[config.mk]
export PLATFORM = sky130hd
export DESIGN_NAME = pcs_decoder_64b66b
export DESIGN_NICKNAME = d
export VERILOG_FILES = /design/src/rtl/pcs_decoder_64b66b.sv
export SDC_FILE = /design/constraint.sdc
export NUM_CORES = 1
export LEC_CHECK = 0
export CAP_MARGIN = 20
export CORE_AREA = 3 3 187 189
export CTS_CLUSTER_DIAMETER = 30
export CTS_CLUSTER_SIZE = 12
export DETAILED_ROUTE_END_ITERATION = 16
export DIE_AREA = 0 0 190 192
export PLACE_DENSITY = 0.52
export SYNTH_ARGS = -nofsm -noshare
export SYNTH_HDL_FRONTEND = slang
export SYNTH_SLANG_ARGS = --single-unit
[constraint.sdc]
create_clock -name i_clk -period 13.2 [get_ports i_clk]
set_input_delay 2.64 -clock i_clk [delete_from_list [all_inputs] [get_ports i_clk]]
set_output_delay 2.64 -clock i_clk [all_outputs]
set_load 0.01 [all_outputs]
[src/rtl/pcs_decoder_64b66b.sv]
// 10GBASE-R receive 64b/66b decoder: classifies 66-bit blocks, runs the RX state
// machine with one-block lookahead and emits registered XGMII words.
module pcs_decoder_64b66b #(
  parameter int unsigned ERR_CNT_WIDTH = 16
) (
  input  logic                     i_clk,
  input  logic                     i_reset,
  input  logic [1:0]               i_rx_header,
  input  logic [63:0]              i_rx_data,
  input  logic                     i_rx_valid,
  input  logic                     i_block_lock,
  output logic [63:0]              o_xgmii_rxd,
  output logic [7:0]               o_xgmii_rxc,
  output logic                     o_xgmii_valid,
  output logic [ERR_CNT_WIDTH-1:0] o_err_count
);

  localparam int unsigned DATA_W = 64;
  localparam int unsigned LANES  = 8;

  localparam logic [1:0]        SYNC_DATA  = 2'b10;
  localparam logic [1:0]        SYNC_CTL   = 2'b01;
  localparam logic [DATA_W-1:0] LBLOCK_RXD = 64'h0100009C_0100009C;
  localparam logic [LANES-1:0]  LBLOCK_RXC = 8'h11;
  localparam logic [DATA_W-1:0] ERR_RXD    = {LANES{8'hFE}};

  typedef enum logic [2:0] {BT_C, BT_S, BT_D, BT_T, BT_E} blk_type_e;
  typedef enum logic [2:0] {RX_INIT, RX_C, RX_D, RX_T, RX_E} rx_state_e;

  function automatic logic code_valid(input logic [6:0] c);
    case (c)
      7'h00, 7'h06, 7'h1e, 7'h2d, 7'h33, 7'h4b, 7'h55, 7'h66, 7'h78: return 1'b1;
      default: return 1'b0;
    endcase
  endfunction

  function automatic logic [7:0] ctl_to_rs(input logic [6:0] c);
    case (c)
      7'h00:   return 8'h07;
      7'h06:   return 8'h06;
      7'h2d:   return 8'h1C;
      7'h33:   return 8'h3C;
      7'h4b:   return 8'h7C;
      7'h55:   return 8'hBC;
      7'h66:   return 8'hDC;
      7'h78:   return 8'hF7;
      default: return 8'hFE;
    endcase
  endfunction

  function automatic logic [7:0] oc_to_rs(input logic [3:0] o);
    case (o)
      4'h0:    return 8'h9C;
      4'hF:    return 8'h5C;
      default: return 8'hFE;
    endcase
  endfunction

  // Lane index of the /T/ character for terminate block types
  function automatic logic [2:0] t_lane(input logic [7:0] bt);
    case (bt)
      8'h87:   return 3'd0;
      8'h99:   return 3'd1;
      8'haa:   return 3'd2;
      8'hb4:   return 3'd3;
      8'hcc:   return 3'd4;
      8'hd2:   return 3'd5;
      8'he1:   return 3'd6;
      default: return 3'd7;
    endcase
  endfunction

  function automatic blk_type_e classify(input logic [1:0] hdr, input logic [63:0] d);
    logic all_ok;
    all_ok = 1'b1;
    for (int k = 0; k < 8; k++) all_ok &= code_valid(d[8+7*k +: 7]);
    if (hdr == SYNC_DATA) return BT_D;
    if (hdr != SYNC_CTL) return BT_E;
    case (d[7:0])
      8'h1e:                      return all_ok ? BT_C : BT_E;
      8'h2d, 8'h55, 8'h4b:        return BT_C;
      8'h33, 8'h66, 8'h78:        return BT_S;
      8'h87, 8'h99, 8'haa, 8'hb4,
      8'hcc, 8'hd2, 8'he1, 8'hff: return BT_T;
      default:                    return BT_E;
    endcase
  endfunction

  // Returns {rxc, rxd} for a block already known not to be an error block
  function automatic logic [71:0] decode(input logic is_data, input logic [63:0] d);
    logic [63:0] rxd;
    logic [7:0]  rxc;
    logic [63:0] dsh;
    logic [2:0]  n;
    rxd = ERR_RXD;
    rxc = 8'hFF;
    dsh = d >> 8;
    n   = t_lane(d[7:0]);
    if (is_data) begin
      rxd = d;
      rxc = 8'h00;
    end else begin
      case (d[7:0])
        8'h1e: for (int k = 0; k < 8; k++) rxd[8*k +: 8] = ctl_to_rs(d[8+7*k +: 7]);
        8'h2d, 8'h33: begin
          for (int k = 0; k < 4; k++) rxd[8*k +: 8] = ctl_to_rs(d[8+7*k +: 7]);
          rxd[39:32] = (d[7:0] == 8'h2d) ? oc_to_rs(d[39:36]) : 8'hFB;
          rxd[63:40] = d[63:40];
          rxc        = 8'h1F;
        end
        8'h66, 8'h55: begin
          rxd[7:0]   = oc_to_rs(d[35:32]);
          rxd[31:8]  = d[31:8];
          rxd[39:32] = (d[7:0] == 8'h55) ? oc_to_rs(d[39:36]) : 8'hFB;
          rxd[63:40] = d[63:40];
          rxc        = 8'h11;
        end
        8'h78: begin
          rxd = {d[63:8], 8'hFB};
          rxc = 8'h01;
        end
        8'h4b: begin
          rxd[7:0]  = oc_to_rs(d[35:32]);
          rxd[31:8] = d[31:8];
          for (int k = 4; k < 8; k++) rxd[8*k +: 8] = ctl_to_rs(d[8+7*k +: 7]);
          rxc = 8'hF1;
        end
        8'h87, 8'h99, 8'haa, 8'hb4, 8'hcc, 8'hd2, 8'he1, 8'hff: begin
          for (int k = 0; k < 8; k++) begin
            if (3'(k) < n) begin
              rxd[8*k +: 8] = dsh[8*k +: 8];
              rxc[k]        = 1'b0;
            end else if (3'(k) == n) begin
              rxd[8*k +: 8] = 8'hFD;
            end else begin
              rxd[8*k +: 8] = ctl_to_rs(d[8+7*k +: 7]);
            end
          end
        end
        default: ;
      endcase
    end
    return {rxc, rxd};
  endfunction

  rx_state_e                r_state;
  logic                     r_a_full;
  logic [63:0]              r_a_data;
  blk_type_e                r_a_type;
  logic [63:0]              r_rxd;
  logic [7:0]               r_rxc;
  logic                     r_valid;
  logic [ERR_CNT_WIDTH-1:0] r_err_count;

  rx_state_e                w_state_nxt;
  rx_state_e                w_fsm_state;
  logic                     w_a_full_nxt;
  logic [63:0]              w_a_data_nxt;
  blk_type_e                w_a_type_nxt;
  logic [63:0]              w_rxd_nxt;
  logic [7:0]               w_rxc_nxt;
  logic [ERR_CNT_WIDTH-1:0] w_err_nxt;
  blk_type_e                w_in_type;
  logic                     w_term_ok;
  logic [71:0]              w_dec_word;

  assign w_in_type  = classify(i_rx_header, i_rx_data);
  assign w_term_ok  = (w_in_type == BT_C) || (w_in_type == BT_S);
  assign w_dec_word = decode(r_a_type == BT_D, r_a_data);

  // State of the stage-A block, using the incoming block as lookahead
  always_comb begin
    w_fsm_state = RX_E;
    case (r_state)
      RX_INIT, RX_C, RX_T: begin
        if (r_a_type == BT_C)      w_fsm_state = RX_C;
        else if (r_a_type == BT_S) w_fsm_state = RX_D;
      end
      RX_D: begin
        if (r_a_type == BT_D)                   w_fsm_state = RX_D;
        else if (r_a_type == BT_T && w_term_ok) w_fsm_state = RX_T;
      end
      RX_E: begin
        if (r_a_type == BT_C)                   w_fsm_state = RX_C;
        else if (r_a_type == BT_D)              w_fsm_state = RX_D;
        else if (r_a_type == BT_T && w_term_ok) w_fsm_state = RX_T;
      end
      default: w_fsm_state = RX_E;
    endcase
  end

  always_comb begin
    w_state_nxt  = r_state;
    w_a_full_nxt = r_a_full;
    w_a_data_nxt = r_a_data;
    w_a_type_nxt = r_a_type;
    w_rxd_nxt    = r_rxd;
    w_rxc_nxt    = r_rxc;
    w_err_nxt    = r_err_count;
    if (!i_block_lock) begin
      w_a_full_nxt = 1'b0;
      w_state_nxt  = RX_INIT;
      if (i_rx_valid) begin
        w_rxd_nxt = LBLOCK_RXD;
        w_rxc_nxt = LBLOCK_RXC;
      end
    end else if (i_rx_valid) begin
      w_a_full_nxt = 1'b1;
      w_a_data_nxt = i_rx_data;
      w_a_type_nxt = w_in_type;
      if (!r_a_full) begin
        w_state_nxt = RX_INIT;
        w_rxd_nxt   = LBLOCK_RXD;
        w_rxc_nxt   = LBLOCK_RXC;
      end else begin
        w_state_nxt = w_fsm_state;
        if (w_fsm_state == RX_E) begin
          w_rxd_nxt = ERR_RXD;
          w_rxc_nxt = 8'hFF;
          if (r_err_count != '1) w_err_nxt = r_err_count + ERR_CNT_WIDTH'(1);
        end else begin
          w_rxd_nxt = w_dec_word[63:0];
          w_rxc_nxt = w_dec_word[71:64];
        end
      end
    end
  end

  always_ff @(posedge i_clk or posedge i_reset) begin
    if (i_reset) begin
      r_state     <= RX_INIT;
      r_a_full    <= 1'b0;
      r_a_data    <= '0;
      r_a_type    <= BT_E;
      r_rxd       <= LBLOCK_RXD;
      r_rxc       <= LBLOCK_RXC;
      r_valid     <= 1'b0;
      r_err_count <= '0;
    end else begin
      r_state     <= w_state_nxt;
      r_a_full    <= w_a_full_nxt;
      r_a_data    <= w_a_data_nxt;
      r_a_type    <= w_a_type_nxt;
      r_rxd       <= w_rxd_nxt;
      r_rxc       <= w_rxc_nxt;
      r_valid     <= i_rx_valid;
      r_err_count <= w_err_nxt;
    end
  end

  assign o_xgmii_rxd   = r_rxd;
  assign o_xgmii_rxc   = r_rxc;
  assign o_xgmii_valid = r_valid;
  assign o_err_count   = r_err_count;

endmodule

==> reports/results.tsv <==
stage	metric	value	unit
synthesis	FFs w/ async S/R, synth	1.000	
drt	final wirelength	39380	um
pwr	Tot Pwr	1.607	mW
sta	clock period minus worst slack	6.012	ns
cts	Post-CTS Setup Inserts	0	
placement	Routability Congestion	0.8717	
final_layout	fin nets	1482	
synthesis	Cell variety after synth	87	
sta	final setup vio count	0	
floorplanning	Die X	190	um
cts	clock latency on the worst-skew pair	0.44	ns
synthesis	Netlist Area Pre-Place	11680	um^2
pwr	Power Density	114.8	nW/um^2
sta	Worst Tran Pin Value	1.112	ns
synthesis	Mapped Cells	1350	
drt	initial DRC count	1183	
run	MaxCap Viol Count	0	
global_route	largest net degree at the start of global routing	91	
final_layout	share of layout cells above drive strength 1	0.1124	
cts	CTS tree	built	
cts	CTS root buf	clkbuf_16	
sta	Relative slew margins	0.2539	
floorplanning	Die Y	192	um
synthesis	Synth Area per Inst	8.652	um^2
final_layout	number of filler cells placed in the layout	3337	
critical_path	RR Endpoint	o_xgmii_rxd[38]	
synthesis	Synth Register Bits	160	
sta	setup TNS	0	ns
final_layout	area of the multi-input gates	7027	um^2
cts	Longest Clk Path Bufs	2	
drt	DR vias/cell	6.026	
cts	TritonCTS Buffers	17	
hold_path	Hold Path Class	reg2reg	
global_route	GRT Overall Usage	0.2120	
final_layout	P&R area growth vs syn	19.90	%
placement	count of input and output buffers	158	
critical_path	WP data required	13.55	ns
synthesis	Synth area leaders	dfrtp_1 (31%), mux2_2 (5.4%), nor2_1 (4.1%)	
synthesis	Yosys top cell area share	0.3149	
drt	DRC	0	
sta	RSZ-0062 raised after global routing	false	
cts	Post-CTS Resized	0	
critical_path	Setup crit end	o_xgmii_rxd[3]	
critical_path	worst-path maximum fanout	53	
sta	final setup skew	0.01394	ns
synthesis	Post-synth top flop	dfrtp_1	
final_layout	most frequent cells in the layout	clkdlybuf4s50_1 (158), dfrtp_1 (147), nor2_1 (127)	
floorplanning	DIE AREA	36480	um^2
critical_path	crit path kind	in2reg	
cts	number of H-tree levels	4	
global_route	first-pass GRT wire length	62160	um
drt	antenna-violating nets left	0	
critical_path	crit path from	i_rx_data[41]	
cts	Reg clk slew, reported paths	0.07	ns
critical_path	Worst Reg-to-Reg Cells	8	
sta	Fin. Hold Viols	0	
critical_path	worst r2r src	r_a_data[2]	
final_layout	FF/Latch Area	4020	um^2
sta	Fmax	0.1663	GHz
critical_path	CP arrival	6.36	ns
critical_path	crit end category	register	
floorplanning	Row Count	67	
synthesis	Seq/Total Area, Yosys	0.3442	
global_route	initial antenna violation count	0	
drt	drt wl/cell	21.05	um
cts	Hold-fix buffers, CTS	0	
pwr	worst vdd ir	91.43	uV
floorplanning	Initial Util	0.3492	
synthesis	number of flops mapped to enable cells by yosys	0	
outcome	outcome	finished clean	
synthesis	top cell type by total area after synthesis	dfrtp_1	
critical_path	type of origin of the critical path	input pin	
drt	DR pass1 iterations	5	
global_route	vias in the first global route	10620	
synthesis	Synthesis Warnings	0	
floorplanning	IO Count	159	
sta	fin crit share	0.4555	
cts	TritonCTS Sinks	160	
final_layout	commonest non-fill, non-tap cell in the layout	clkdlybuf4s50_1	
synthesis	Synth Net Count	1421	
drt	vias	11280	
floorplanning	core area	33450	um^2
final_layout	fin cells	1871	
placement	HPWL after detailed placement	26960	um
global_route	Congestion Overflow GR	0	
placement	Placed Cells incl. Taps	1839	
final_layout	Ant. Diodes	0	
sta	Final Max Tran Viols	0	
pwr	Leakage	5.180	nW
critical_path	reg2reg setup slack	8.76	ns
[cells by family (layout without fill, tap and decap cells)]
| logic type | after synthesis | count (layout) | share of synthesized area |
|---|---|---|---|
| XOR/XNOR | 27 | 27 | 0.02025 |
| buffers and inverters | 155 | 228 | 0.05549 |
| adder cells (fa/ha/maj) | 1 | 1 | 0.001071 |
| multiplexers | 56 | 56 | 0.05399 |
| flip-flops | 160 | 160 | 0.3442 |
| AO/OA/AOI/OAI | 414 | 414 | 0.2590 |
| AND/OR/NAND/NOR | 537 | 537 | 0.2660 |
[power breakdown]
part,leakage (nW),switching (mW),total [mW],internal (mW)
clock,0.285,0.212,0.517,0.306
combinational,2.89,0.228,0.425,0.196
sequential,2.01,0.122,0.665,0.543
total,5.18,0.562,1.61,1.05
[sequential cells by signal (all words and copies together), names as in the netlist]
register and count:
o_xgmii_rxd 64, r_a_data 64, o_err_count 16, o_xgmii_rxc 8, r_a_type 3, r_state 3
o_xgmii_valid 1, r_a_full 1
[through the flow]
stage / util / hold WS, ns / area, um^2 / setup slack [ns]
2_1_floorplan: - / 0.4876 / 11680 / 6.262
3_3_place_gp: 0.4002 / 0.4747 / 13390 / 6.784
3_5_place_dp: 0.4004 / 0.4766 / 13390 / 6.739
4_1_cts: 0.4182 / 0.4944 / 13990 / 7.215
5_1_grt: 0.4187 / 0.5055 / 14000 / 7.004
6_report: 0.4187 / 0.4875 / 14000 / 7.188
[Yosys cell counts (all sizes together) (6+ instances only)]
| cell type | count |
|---|---|
| nand4 | 26 |
| nand2 | 102 |
| a21oi | 84 |
| mux2 | 56 |
| clkbuf | 102 |
| buf | 30 |
| a221o | 7 |
| or4bb | 11 |
| a21o | 7 |
| o211ai | 10 |
| o22ai | 8 |
| nor4b | 12 |
| a211o | 7 |
| inv | 22 |
| nor4bb | 41 |
| nand2b | 21 |
| nand3 | 45 |
| a31oi | 32 |
| or4 | 14 |
| nand3b | 15 |
| nor4 | 13 |
| a211oi | 17 |
| o2bb2ai | 53 |
| nor3 | 27 |
| o21ai | 71 |
| xnor2 | 21 |
| a22oi | 11 |
| dfrtp | 147 |
| and3 | 15 |
| nor2b | 16 |
| a221oi | 22 |
| o2111ai | 7 |
| nor2 | 129 |
| nor3b | 6 |
| xor2 | 6 |
| o32ai | 12 |
| dfstp | 13 |
[worst max-delay path: stages]
cell and delay, ns:
clkdlybuf4s50_1 0.65, nor4bb_1 0.32, nor2_1 0.08, o311a_1 0.28
o32ai_1 0.35, nand4b_1 0.44, o211ai_2 0.41, nand2_4 0.51
nor2_2 0.54, a21oi_1 0.12
[worst min-delay path by stage]
stage                     slack [ns]             from         endpoint  cells past startpoint
after global routing            0.51   o_xgmii_rxc[6]   o_xgmii_rxc[6]                      1
after global placement          0.47  o_xgmii_rxd[42]  o_xgmii_rxd[42]                      1
after CTS                       0.49   o_xgmii_rxc[1]   o_xgmii_rxc[1]                      1
after detailed placement        0.48   o_xgmii_rxd[5]   o_xgmii_rxd[5]                      1
after floorplan                 0.49         r_a_full         r_a_full                      1
final                           0.49  o_xgmii_rxd[60]  o_xgmii_rxd[60]                      1
[routing by layer]
layer  part of all wire  up-vias  GRT usage
met5                  0        -          0
met3              0.055       35    0.03249
met2               0.46      378     0.3428
met4              0.013        0    0.04407
li1                   -     5300          -
met1               0.47     5562     0.3010
[area by class of cell]
type	instances	share of cell area
Clock buffer	21	0.03288
Clock inverter	10	0.009738
Timing Repair Buffer	174	0.1220
Multi-Input combinational cell	1035	0.5017
Sequential cell	160	0.2871
Inverter	23	0.006522
Tap cell	448	0.04002
No activity file was read; power rests on OpenSTA's default activity.
